===== src/rtl/cmd_pkg.sv =====
// Shared types and constants for the command-bus arbiter: FSM encoding,
// soft-reset command pattern and requester grant ids.
package cmd_pkg;

    typedef enum logic [2:0] {
        ST_IDLE    = 3'd0,
        ST_ADDR    = 3'd1,
        ST_STROBE  = 3'd2,
        ST_ACK     = 3'd3,
        ST_SOFTRST = 3'd4
    } state_t;

    localparam logic [7:0] SOFTRST_ADDR = 8'h01;
    localparam logic [7:0] SOFTRST_DATA = 8'h02;

    localparam logic GNT_VJTAG  = 1'b0;
    localparam logic GNT_EXPORT = 1'b1;

    typedef struct packed {
        logic [7:0] addr;
        logic [7:0] data;
    } cmd_t;

    function automatic logic is_softrst(input cmd_t c);
        return (c.addr == SOFTRST_ADDR) && (c.data == SOFTRST_DATA);
    endfunction

endpackage


===== src/rtl/cmd_arbiter_if.sv =====
// Requester-side write handshakes plus the shared command bus outputs.
// slave = the arbiter, master = the requesters/consumers around it.
interface cmd_arbiter_if;
    logic       req_vjtag;
    logic [7:0] addr_vjtag;
    logic [7:0] data_vjtag;
    logic       ack_vjtag;
    logic       req_export;
    logic [7:0] addr_export;
    logic [7:0] data_export;
    logic       ack_export;
    logic [7:0] addr;
    logic [7:0] data_out;
    logic       sw_out;
    logic       reset_out;
    logic       busy;

    modport slave (
        input  req_vjtag, addr_vjtag, data_vjtag,
        input  req_export, addr_export, data_export,
        output ack_vjtag, ack_export,
        output addr, data_out, sw_out, reset_out, busy
    );

    modport master (
        output req_vjtag, addr_vjtag, data_vjtag,
        output req_export, addr_export, data_export,
        input  ack_vjtag, ack_export,
        input  addr, data_out, sw_out, reset_out, busy
    );
endinterface


===== src/rtl/cmd_arbiter_rr_arb2.sv =====
// Two-input round-robin arbiter: one-hot grant, combinational from req.
// The last-grant register only moves on update; a tie goes to the other side.
module rr_arb2
    import cmd_pkg::*;
(
    input  logic       clk,
    input  logic       reset,
    input  logic [1:0] req,
    input  logic       update,
    input  logic       upd_id,
    output logic [1:0] gnt
);

    logic last;

    // Reset to export so that the first tie goes to vjtag
    always_ff @(posedge clk or negedge reset) begin
        if (!reset) begin
            last <= GNT_EXPORT;
        end else if (update) begin
            last <= upd_id;
        end
    end

    always_comb begin
        gnt = req;
        if (&req) begin
            gnt = '0;
            if (last == GNT_VJTAG) begin
                gnt[GNT_EXPORT] = 1'b1;
            end else begin
                gnt[GNT_VJTAG] = 1'b1;
            end
        end
    end

endmodule


===== src/rtl/cmd_arbiter.sv =====
// Serialises vjtag/export writes onto the command bus: addr for HOLD cycles, strobe for HOLD, one-cycle ack.
// Requests wait (req held) while busy; soft-reset command adds a RST_CYCLES reset_out pulse.
module cmd_arbiter
    import cmd_pkg::*;
#(
    parameter int unsigned CLK_FREQ   = 200000000,
    parameter int unsigned HOLD       = CLK_FREQ / 2500000,
    parameter int unsigned RST_CYCLES = CLK_FREQ / 1000
)(
    input  logic          clk,
    input  logic          reset,
    cmd_arbiter_if.slave  bus
);

    localparam int unsigned HOLD_C = (HOLD == 0) ? 1 : HOLD;
    localparam int unsigned RST_C  = (RST_CYCLES == 0) ? 1 : RST_CYCLES;
    localparam logic [31:0] HOLD_LD = 32'(HOLD_C - 1);
    localparam logic [31:0] RST_LD  = 32'(RST_C - 1);

    state_t      state, nxt_state;
    logic [31:0] cnt, cnt_nxt;
    cmd_t        cmd_q, req_cmd;
    logic        gnt_id;
    logic [7:0]  addr_q, data_q;
    logic [1:0]  gnt;
    logic        take, load_data, clr_addr, arb_upd;
    logic        sw, ack_v, ack_e, rst_o, busy_o;

    rr_arb2 u_rr (
        .clk    (clk),
        .reset  (reset),
        .req    ({bus.req_export, bus.req_vjtag}),
        .update (arb_upd),
        .upd_id (gnt_id),
        .gnt    (gnt)
    );

    always_comb begin
        req_cmd = gnt[GNT_EXPORT] ? cmd_t'{addr: bus.addr_export, data: bus.data_export}
                                  : cmd_t'{addr: bus.addr_vjtag,  data: bus.data_vjtag};
    end

    always_ff @(posedge clk or negedge reset) begin
        if (!reset) begin
            state <= ST_IDLE;
        end else begin
            state <= nxt_state;
        end
    end

    always_comb begin
        nxt_state = state;
        cnt_nxt   = (cnt != 32'd0) ? cnt - 32'd1 : cnt;
        take      = 1'b0;
        load_data = 1'b0;
        clr_addr  = 1'b0;
        arb_upd   = 1'b0;
        sw        = 1'b0;
        ack_v     = 1'b0;
        ack_e     = 1'b0;
        rst_o     = 1'b0;
        busy_o    = 1'b1;
        case (state)
            ST_IDLE: begin
                busy_o = 1'b0;
                if (|gnt) begin
                    take      = 1'b1;
                    cnt_nxt   = HOLD_LD;
                    nxt_state = ST_ADDR;
                end
            end
            ST_ADDR: begin
                if (cnt == 32'd0) begin
                    load_data = 1'b1;
                    cnt_nxt   = HOLD_LD;
                    nxt_state = ST_STROBE;
                end
            end
            ST_STROBE: begin
                sw = 1'b1;
                if (cnt == 32'd0) begin
                    nxt_state = ST_ACK;
                end
            end
            ST_ACK: begin
                ack_v   = (gnt_id == GNT_VJTAG);
                ack_e   = (gnt_id == GNT_EXPORT);
                arb_upd = 1'b1;
                if (is_softrst(cmd_q)) begin
                    clr_addr  = 1'b1;
                    cnt_nxt   = RST_LD;
                    nxt_state = ST_SOFTRST;
                end else begin
                    nxt_state = ST_IDLE;
                end
            end
            ST_SOFTRST: begin
                rst_o = 1'b1;
                if (cnt == 32'd0) begin
                    nxt_state = ST_IDLE;
                end
            end
            default: begin
                busy_o    = 1'b0;
                cnt_nxt   = '0;
                nxt_state = ST_IDLE;
            end
        endcase
    end

    // Datapath: command captured at grant so later input changes are ignored
    always_ff @(posedge clk or negedge reset) begin
        if (!reset) begin
            cnt    <= '0;
            cmd_q  <= '0;
            gnt_id <= GNT_VJTAG;
            addr_q <= '0;
            data_q <= '0;
        end else begin
            cnt <= cnt_nxt;
            if (take) begin
                cmd_q  <= req_cmd;
                gnt_id <= gnt[GNT_EXPORT];
                addr_q <= req_cmd.addr;
            end
            if (load_data) begin
                data_q <= cmd_q.data;
            end
            if (clr_addr) begin
                addr_q <= '0;
            end
        end
    end

    assign bus.addr      = addr_q;
    assign bus.data_out  = data_q;
    assign bus.sw_out    = sw;
    assign bus.ack_vjtag = ack_v;
    assign bus.ack_export = ack_e;
    assign bus.reset_out = rst_o;
    assign bus.busy      = busy_o;

endmodule


===== src/flat_wrapper.sv =====
// flat-port wrapper written by rule: the top's interface ports become plain ports
module cmd_arbiter_flat import cmd_pkg::*;
#(
    parameter int unsigned CLK_FREQ   = 200000000,
    parameter int unsigned HOLD       = CLK_FREQ / 2500000,
    parameter int unsigned RST_CYCLES = CLK_FREQ / 1000
)
  (clk, reset, bus_req_vjtag, bus_addr_vjtag, bus_data_vjtag, bus_req_export, bus_addr_export, bus_data_export, bus_ack_vjtag, bus_ack_export, bus_addr, bus_data_out, bus_sw_out, bus_reset_out, bus_busy);
  cmd_arbiter_if bus_i ();
  input  logic clk;
  input  logic reset;
  input wire logic [$bits(bus_i.req_vjtag)-1:0] bus_req_vjtag;
  input wire logic [$bits(bus_i.addr_vjtag)-1:0] bus_addr_vjtag;
  input wire logic [$bits(bus_i.data_vjtag)-1:0] bus_data_vjtag;
  input wire logic [$bits(bus_i.req_export)-1:0] bus_req_export;
  input wire logic [$bits(bus_i.addr_export)-1:0] bus_addr_export;
  input wire logic [$bits(bus_i.data_export)-1:0] bus_data_export;
  output wire logic [$bits(bus_i.ack_vjtag)-1:0] bus_ack_vjtag;
  output wire logic [$bits(bus_i.ack_export)-1:0] bus_ack_export;
  output wire logic [$bits(bus_i.addr)-1:0] bus_addr;
  output wire logic [$bits(bus_i.data_out)-1:0] bus_data_out;
  output wire logic [$bits(bus_i.sw_out)-1:0] bus_sw_out;
  output wire logic [$bits(bus_i.reset_out)-1:0] bus_reset_out;
  output wire logic [$bits(bus_i.busy)-1:0] bus_busy;
  assign bus_i.req_vjtag = bus_req_vjtag;
  assign bus_i.addr_vjtag = bus_addr_vjtag;
  assign bus_i.data_vjtag = bus_data_vjtag;
  assign bus_i.req_export = bus_req_export;
  assign bus_i.addr_export = bus_addr_export;
  assign bus_i.data_export = bus_data_export;
  assign bus_ack_vjtag = bus_i.ack_vjtag;
  assign bus_ack_export = bus_i.ack_export;
  assign bus_addr = bus_i.addr;
  assign bus_data_out = bus_i.data_out;
  assign bus_sw_out = bus_i.sw_out;
  assign bus_reset_out = bus_i.reset_out;
  assign bus_busy = bus_i.busy;
  cmd_arbiter #(.CLK_FREQ(CLK_FREQ), .HOLD(HOLD), .RST_CYCLES(RST_CYCLES)) u_core (.clk(clk), .reset(reset), .bus(bus_i));
endmodule

===== config.mk =====
export PLATFORM = sky130hd
export DESIGN_NAME = cmd_arbiter_flat
export DESIGN_NICKNAME = d
export VERILOG_FILES = /design/src/rtl/cmd_pkg.sv /design/src/rtl/cmd_arbiter_if.sv /design/src/rtl/cmd_arbiter_rr_arb2.sv /design/src/rtl/cmd_arbiter.sv /design/src/flat_wrapper.sv
export SDC_FILE = /design/constraint.sdc
export NUM_CORES = 1
export LEC_CHECK = 0
export CAP_MARGIN = 20
export CORE_UTILIZATION = 48
export DETAILED_ROUTE_END_ITERATION = 6
export PLACE_DENSITY_LB_ADDON = 0.25
export SETUP_SLACK_MARGIN = 0.1
export SYNTH_ARGS = -nofsm -noshare
export SYNTH_HDL_FRONTEND = slang
export SYNTH_SLANG_ARGS = --single-unit

===== constraint.sdc =====
create_clock -name clk -period 2.6 [get_ports clk]
set_clock_uncertainty 0.05 [all_clocks]
set_input_delay 0.52 -clock clk [delete_from_list [all_inputs] [get_ports clk]]
set_output_delay 0.52 -clock clk [all_outputs]
set_load 0.05 [all_outputs]

==> impl_metrics.yaml <==
job:
  drv_cap: 0
placement:
  place_inst: 525
  hpwl_mm: 5.656
  place_ws_ns: 0.04109
  portBuffers: 56
  postPlaceCellArea_um2: 4330
  place_congestion: 0.8183
power:
  p_clk_share_pct: 45.7
  pwr-share-comb_pct: 4.6
  ir_drop_v: 0.0002715
  net-switching-power_mw: 0.4825
  p_int_mw: 1.678
  swShare_pct: 22.33
  leakagePower_nw: 2.080
  p_seq_share_pct: 49.6
  power_density_nw_per_um2: 462.5
sta:
  worst_slack_ns: 0.1318
  rsz0062_at_grt: "true"
  max_freq_mhz: 405.2
  finalHoldViolCount: 0
  worst_slew_pin_slew_ns: 0.6499
  slew_headroom_pct: 56.27
  fin_tns_setup_ns: 0
  fin_crit_ns: 2.468
  finalSetupViolCount: 0
  slew_viol_final: 0
  timing.final.crit_share_pct: 94.93
clock_tree:
  cts_tree: "built"
  cts_htree_levels: 3
  clock-root-buffer: "clkbuf_8"
  clk_latency_ns: 0.35
  cts_buffers: 9
  ctsLongestPathBuffers: 2
  path_clk_slew_ns: 0.07
  cts_sinks: 69
floorplanning:
  core_area_um2: 6907
  start_util_pct: 50.69
  die_area_um2: 7639
  die_h_um: 87.40
  std_cell_rows: 30
  die_width_um: 87.40
  num_io_pins: 57
global_route:
  antenna_found_initial: 0
  grt_max_degree: 41
  grt-ovfl-total: 0
  grt_use_total_pct: 24.24
  grt_pass1_vias: 2965
  grt_pass1_wl_mm: 14.03
synthesis:
  yosys_warnings: 0
  async_flop_share_pct: 100.0
  synth_top_area_share_pct: 48.61
  synth-seq-cells: 69
  ys.flop_type: "dfrtp_1"
  synthesis.area_um2: 3501
  synth_fp_nets: 405
  synth_area_leader_cell: "dfrtp_1"
  synth-seq-area-share_pct: 49.36
  synthTopCellsByArea: "dfrtp_1, xor2_1, nand2_1"
  yosysUniqueCellTypes: 52
  synth-edff-count: 0
  syn_avg_cell_area_um2: 9.565
  synthCells: 366
setup_path:
  cp.arrival_ns: 2.69
  setup.worst_path.end_class: "register"
  critPathKind: "reg -> reg"
  worstPathMaxFanout: 7
  r2r_cells: 8
  worstPathRequired_ns: 2.83
  worstSetupStartpointType: "register"
finish:
  finish.utilization_pct: 67.63
  fill_cells: 562
  num_antenna_cells: 0
  instances_no_fill: 550
  drive_gt1_share_pct: 18.06
  nNetsFinal: 488
  syn_to_final_growth_pct: 33.42
  stdcell_area_um2: 4671
route:
  drt-total-wl_mm: 8.319
  dr_total_vias: 2948
  drtPass1Iterations: 5
  wl_per_cell_um: 15.13
  viasPerCell: 5.360
  initialDrtViolationCount: 157
  drc: 0
  ant_nets: 0
run_status:
  status: "complete, no violations"
worst_hold_path:
  min_path_type: "reg -> reg"
  min_path_cells: 1
cells by family after synthesis:
logic type | count (synthesis) | synth area share [%]
compound gates | 57 | 10.76
xor+xnor | 24 | 6.004
fa+ha+maj | 3 | 1.072
buf+inv | 19 | 2.359
flops | 69 | 49.36
mux | 9 | 2.895
simple gates | 185 | 27.55
critical path, stage by stage (launching register included):
cell	delay [ns]
dfrtp_1	0.39
or4_4	0.56
buf_4	0.16
or4b_4	0.48
a211oi_2	0.20
buf_4	0.18
nand4b_1	0.13
xor2_1	0.17
nor2_1	0.09
power groups by stage:
stage / sequential (mW) / combinational, mW / clock (mW)
after floorplan: 1.09 / 0.0182 / 0
after global placement: 1.09 / 0.0993 / 0
after detailed placement: 1.09 / 0.0999 / 0
after CTS: 1.07 / 0.102 / 1.00
after global routing: 1.07 / 0.112 / 1.06
final: 1.07 / 0.0999 / 0.988
metal layers:
layer  wire length (µm)  vias to the layer above  global-route usage [%]
met2               4142                       81                   39.56
li1                   -                     1450                       -
met4                 87                        0                   7.004
met5                  0                        -                       0
met1               3648                     1409                   30.50
met3                441                        8                   8.341
stage by stage:
step / hold slack, ns / total power, mW
floorplan: 0.1744 / 1.112
global placement: 0.3264 / 1.193
detailed placement: 0.3278 / 1.193
CTS: 0.4485 / 2.178
global route: 0.4573 / 2.241
finish: 0.4442 / 2.160
what timing repair did:
item / in CTS / in global routing
endpoints found under the setup margin: 4 / 38
buffers inserted: 3 / 5
gates resized for setup: 1 / 12
hold buffers: 1 / 0
endpoints found under the hold margin: 6 / 0
pin swaps: 3 / 7
worst paths after layout:
kind	start	endpoint	slack, ns
worst max-delay path	u_core.cnt[7]	u_core.cnt[28]	0.13
worst min-delay path	u_core.cmd_q[8]	u_core.cmd_q[8]	0.44
worst max register to register	u_core.cnt[7]	u_core.cnt[28]	0.13
worst min register to register	u_core.cmd_q[8]	u_core.cmd_q[8]	0.44
max in group asynchronous	reset	u_core.bus.data_out[5]	1.45
min in group asynchronous	reset	u_core.cnt[14]	0.50
Yosys cell counts (2+ instances only):
master	instances
ha_1	3
nor4b_1	5
or4_1	2
nand3_1	18
xor2_1	22
nand2_1	51
o21a_1	8
nor2_1	51
dfrtp_1	68
a21oi_1	9
nor3b_1	3
a21o_1	2
nand4b_1	4
buf_2	3
mux2_1	2
and2_1	2
nor2b_1	4
o21ai_0	15
or4b_1	2
nor3_1	10
mux2_2	7
nand2b_1	4
and4_1	2
nor3_4	2
and3_1	3
nor4_1	5
clkbuf_1	13
nand4_1	4
or3_1	4
nand3b_1	4
inv_1	2
a31oi_1	11
xnor2_1	2
sequential cells by signal, indices dropped and copies added (netlist names):
register,flops
u_core.cnt,32
u_core.cmd_q,16
u_core.bus.data_out,8
u_core.u_rr.last,1
u_core.state,3
u_core.bus.addr,8
u_core.gnt_id,1
area by class of cell:
cell class	count	area (µm²)	share of cell area (%)
timing repair buffer	89	852.1	18.24
clock buffer	10	127.6	2.732
tap	96	120.1	2.572
clock inverter	6	93.84	2.009
multi-input combinational	278	1742	37.29
sequential	69	1728	36.99
inverter	2	7.507	0.1607
placed cells by master (no fill, tap or decap), types with 3 or more instances in the layout:
cell | netlist | final
dfrtp_1 | 68 | 68
nand2_1 | 51 | 51
nor2_1 | 51 | 50
clkdlybuf4s50_1 | 0 | 50
buf_4 | 0 | 31
xor2_1 | 22 | 21
nand3_1 | 18 | 18
o21ai_0 | 15 | 13
a31oi_1 | 11 | 11
nor3_1 | 10 | 10
a21oi_1 | 9 | 9
clkbuf_8 | 0 | 9
o21a_1 | 8 | 8
mux2_2 | 7 | 7
or3_1 | 4 | 4
nand2b_1 | 4 | 4
nand4b_1 | 4 | 4
nor4_1 | 5 | 4
nand4_1 | 4 | 4
nand3b_1 | 4 | 4
buf_12 | 0 | 4
nor4b_1 | 5 | 3
or4b_4 | 1 | 3
nor2b_1 | 4 | 3
and3_1 | 3 | 3
ha_1 | 3 | 3
Power figures use the tool's default switching activity.
==> edit: new RTL, same flow settings <==
`CLK_FREQ` is set to 200000000 in 2 places; all go to 134217728.
--- a/src/rtl/cmd_arbiter.sv
+++ b/src/rtl/cmd_arbiter.sv
@@ -5,3 +5,3 @@
 #(
-    parameter int unsigned CLK_FREQ   = 200000000,
+    parameter int unsigned CLK_FREQ   = 134217728,
     parameter int unsigned HOLD       = CLK_FREQ / 2500000,
--- a/src/flat_wrapper.sv
+++ b/src/flat_wrapper.sv
@@ -3,3 +3,3 @@
 #(
-    parameter int unsigned CLK_FREQ   = 200000000,
+    parameter int unsigned CLK_FREQ   = 134217728,
     parameter int unsigned HOLD       = CLK_FREQ / 2500000,
Formal check against the unedited RTL: same outputs for any inputs over 10 cycles, from zero or initial values and one cycle with reset low; that may be too few to reach the edited logic, so the function may still have changed.
==> edit against the unedited design <==
Area after synthesis increased by 1.9%; wire length increased by 3.0%; cell area decreased by 1.8%; global-route usage decreased by 1.3 points; setup slack improved by 0.18 ns; sequential cell count unchanged; highest routed layer unchanged.
Power is not compared: it rests on default switching activity, and its combinational part moved more than twofold at a synthesized area within 25%.
==> edit: results (changes against the unedited design) <==
- Gpl congestion: 0.837 (was 0.818)
- Share of the yosys chip area belonging to registers: 48.4% (was 49.4%)
- Met2 routed WL: 4110 µm (was 4140 µm)
- WL met1: 3920 µm (was 3650 µm)
- Postcts setup bufs: 0 (was 3)
- Bufs w/o clock: 74 (was 89)
- Nets@finish: 472 (was 488)
- Fill count: 625 (was 562)
- Reg-to-Reg Start: u_core.cnt[13]$_DFF_PN0_ (was u_core.cnt[7]$_DFF_PN0_)
- Layout cell share with drive strength beyond 1: 14.8% (was 18.1%)
- Largest net degree at the start of global routing: 39 (was 41)
- Vias per inst: 5.72 (was 5.36)
- Synth Area in XOR/XNOR: 2.46% (was 6.00%)
- Core ar.: 7210 µm² (was 6910 µm²)
- Placement Setup Slack: -0.0274 ns (was 0.0411 ns)
- Mux cell area share after synthesis: 2.53% (was 2.89%)
- WP data arrival: 2.46 ns (was 2.69 ns)
- Status: completed (unchanged)
- Synth top area cells: dfrtp_1, nand2_1, nor2_1, a31oi_1, o31ai_1 (was dfrtp_1, xor2_1, nand2_1, nor2_1, nand3_1)
- Adder-cell share of the synthesized area: 1.05% (was 1.07%)
- Worst rel slew slack: 60.0% (was 56.3%)
- Placement Cell Area: 4290 µm² (was 4330 µm²)
- CP max stage delay: 0.44 ns (was 0.56 ns)
- Met1 Use GR: 29.8% (was 30.5%)
- CP max stage cell: nor4_1 (was or4_4)
- Final HPWL DP: 5930 µm (was 5660 µm)
edit: cell types whose count changed in the layout (fill, tap and decap cells not counted), sizes merged, moves of 7 or more:
cell,unedited run,this run
or4,3,12
a21oi,10,19
nor2,51,42
nand3,19,6
a311oi,0,11
nand2,52,45
or3,4,11
xor2,22,6
o31ai,1,14
a31oi,11,20
buf,37,22
edit: per-stage QoR:
stage	utilization, %	std cells	hold WS, ns
after floorplan	-	367	0.174
after global routing	63.6	537	0.482
after CTS	62.9	535	0.467
final	63.6	537	0.468
after detailed placement	59.4	518	0.370
after global placement	59.4	518	0.361
edit: cell families after synthesis:
| group | after synthesis |
|---|---|
| and+or+nand+nor | 163 |
| AOI/OAI and AO/OA | 89 |
| DFF | 69 |
| buffers and inverters | 25 |
| xor gates and xnor gates | 10 |
| muxes | 8 |
| adders and majority gates | 3 |
edit: worst paths after layout:
kind,cells after the start,slack (ns),endpoint
min in group asynchronous,2,0.53,u_core.cnt[12]$_DFF_PN0_
max in group asynchronous,3,1.36,u_core.bus.data_out[7]$_DFFE_PN0P_
max,6,0.32,u_core.bus.data_out[7]$_DFFE_PN0P_
min,1,0.47,u_core.bus.data_out[1]$_DFFE_PN0P_
max reg2reg,6,0.32,u_core.bus.data_out[7]$_DFFE_PN0P_
min reg2reg,1,0.47,u_core.bus.data_out[1]$_DFFE_PN0P_
edit: power by group through the flow:
| stage | registers, W | clock network [W] | logic [W] |
|---|---|---|---|
| floorplan | 0.00213 | 0 | 0.00115 |
| detailed placement | 0.00191 | 0 | 0.00209 |
| global placement | 0.00189 | 0 | 0.00204 |
| global route | 0.00197 | 0.00107 | 0.00230 |
| finish | 0.00191 | 0.00102 | 0.00211 |
| CTS | 0.00190 | 0.00103 | 0.00210 |
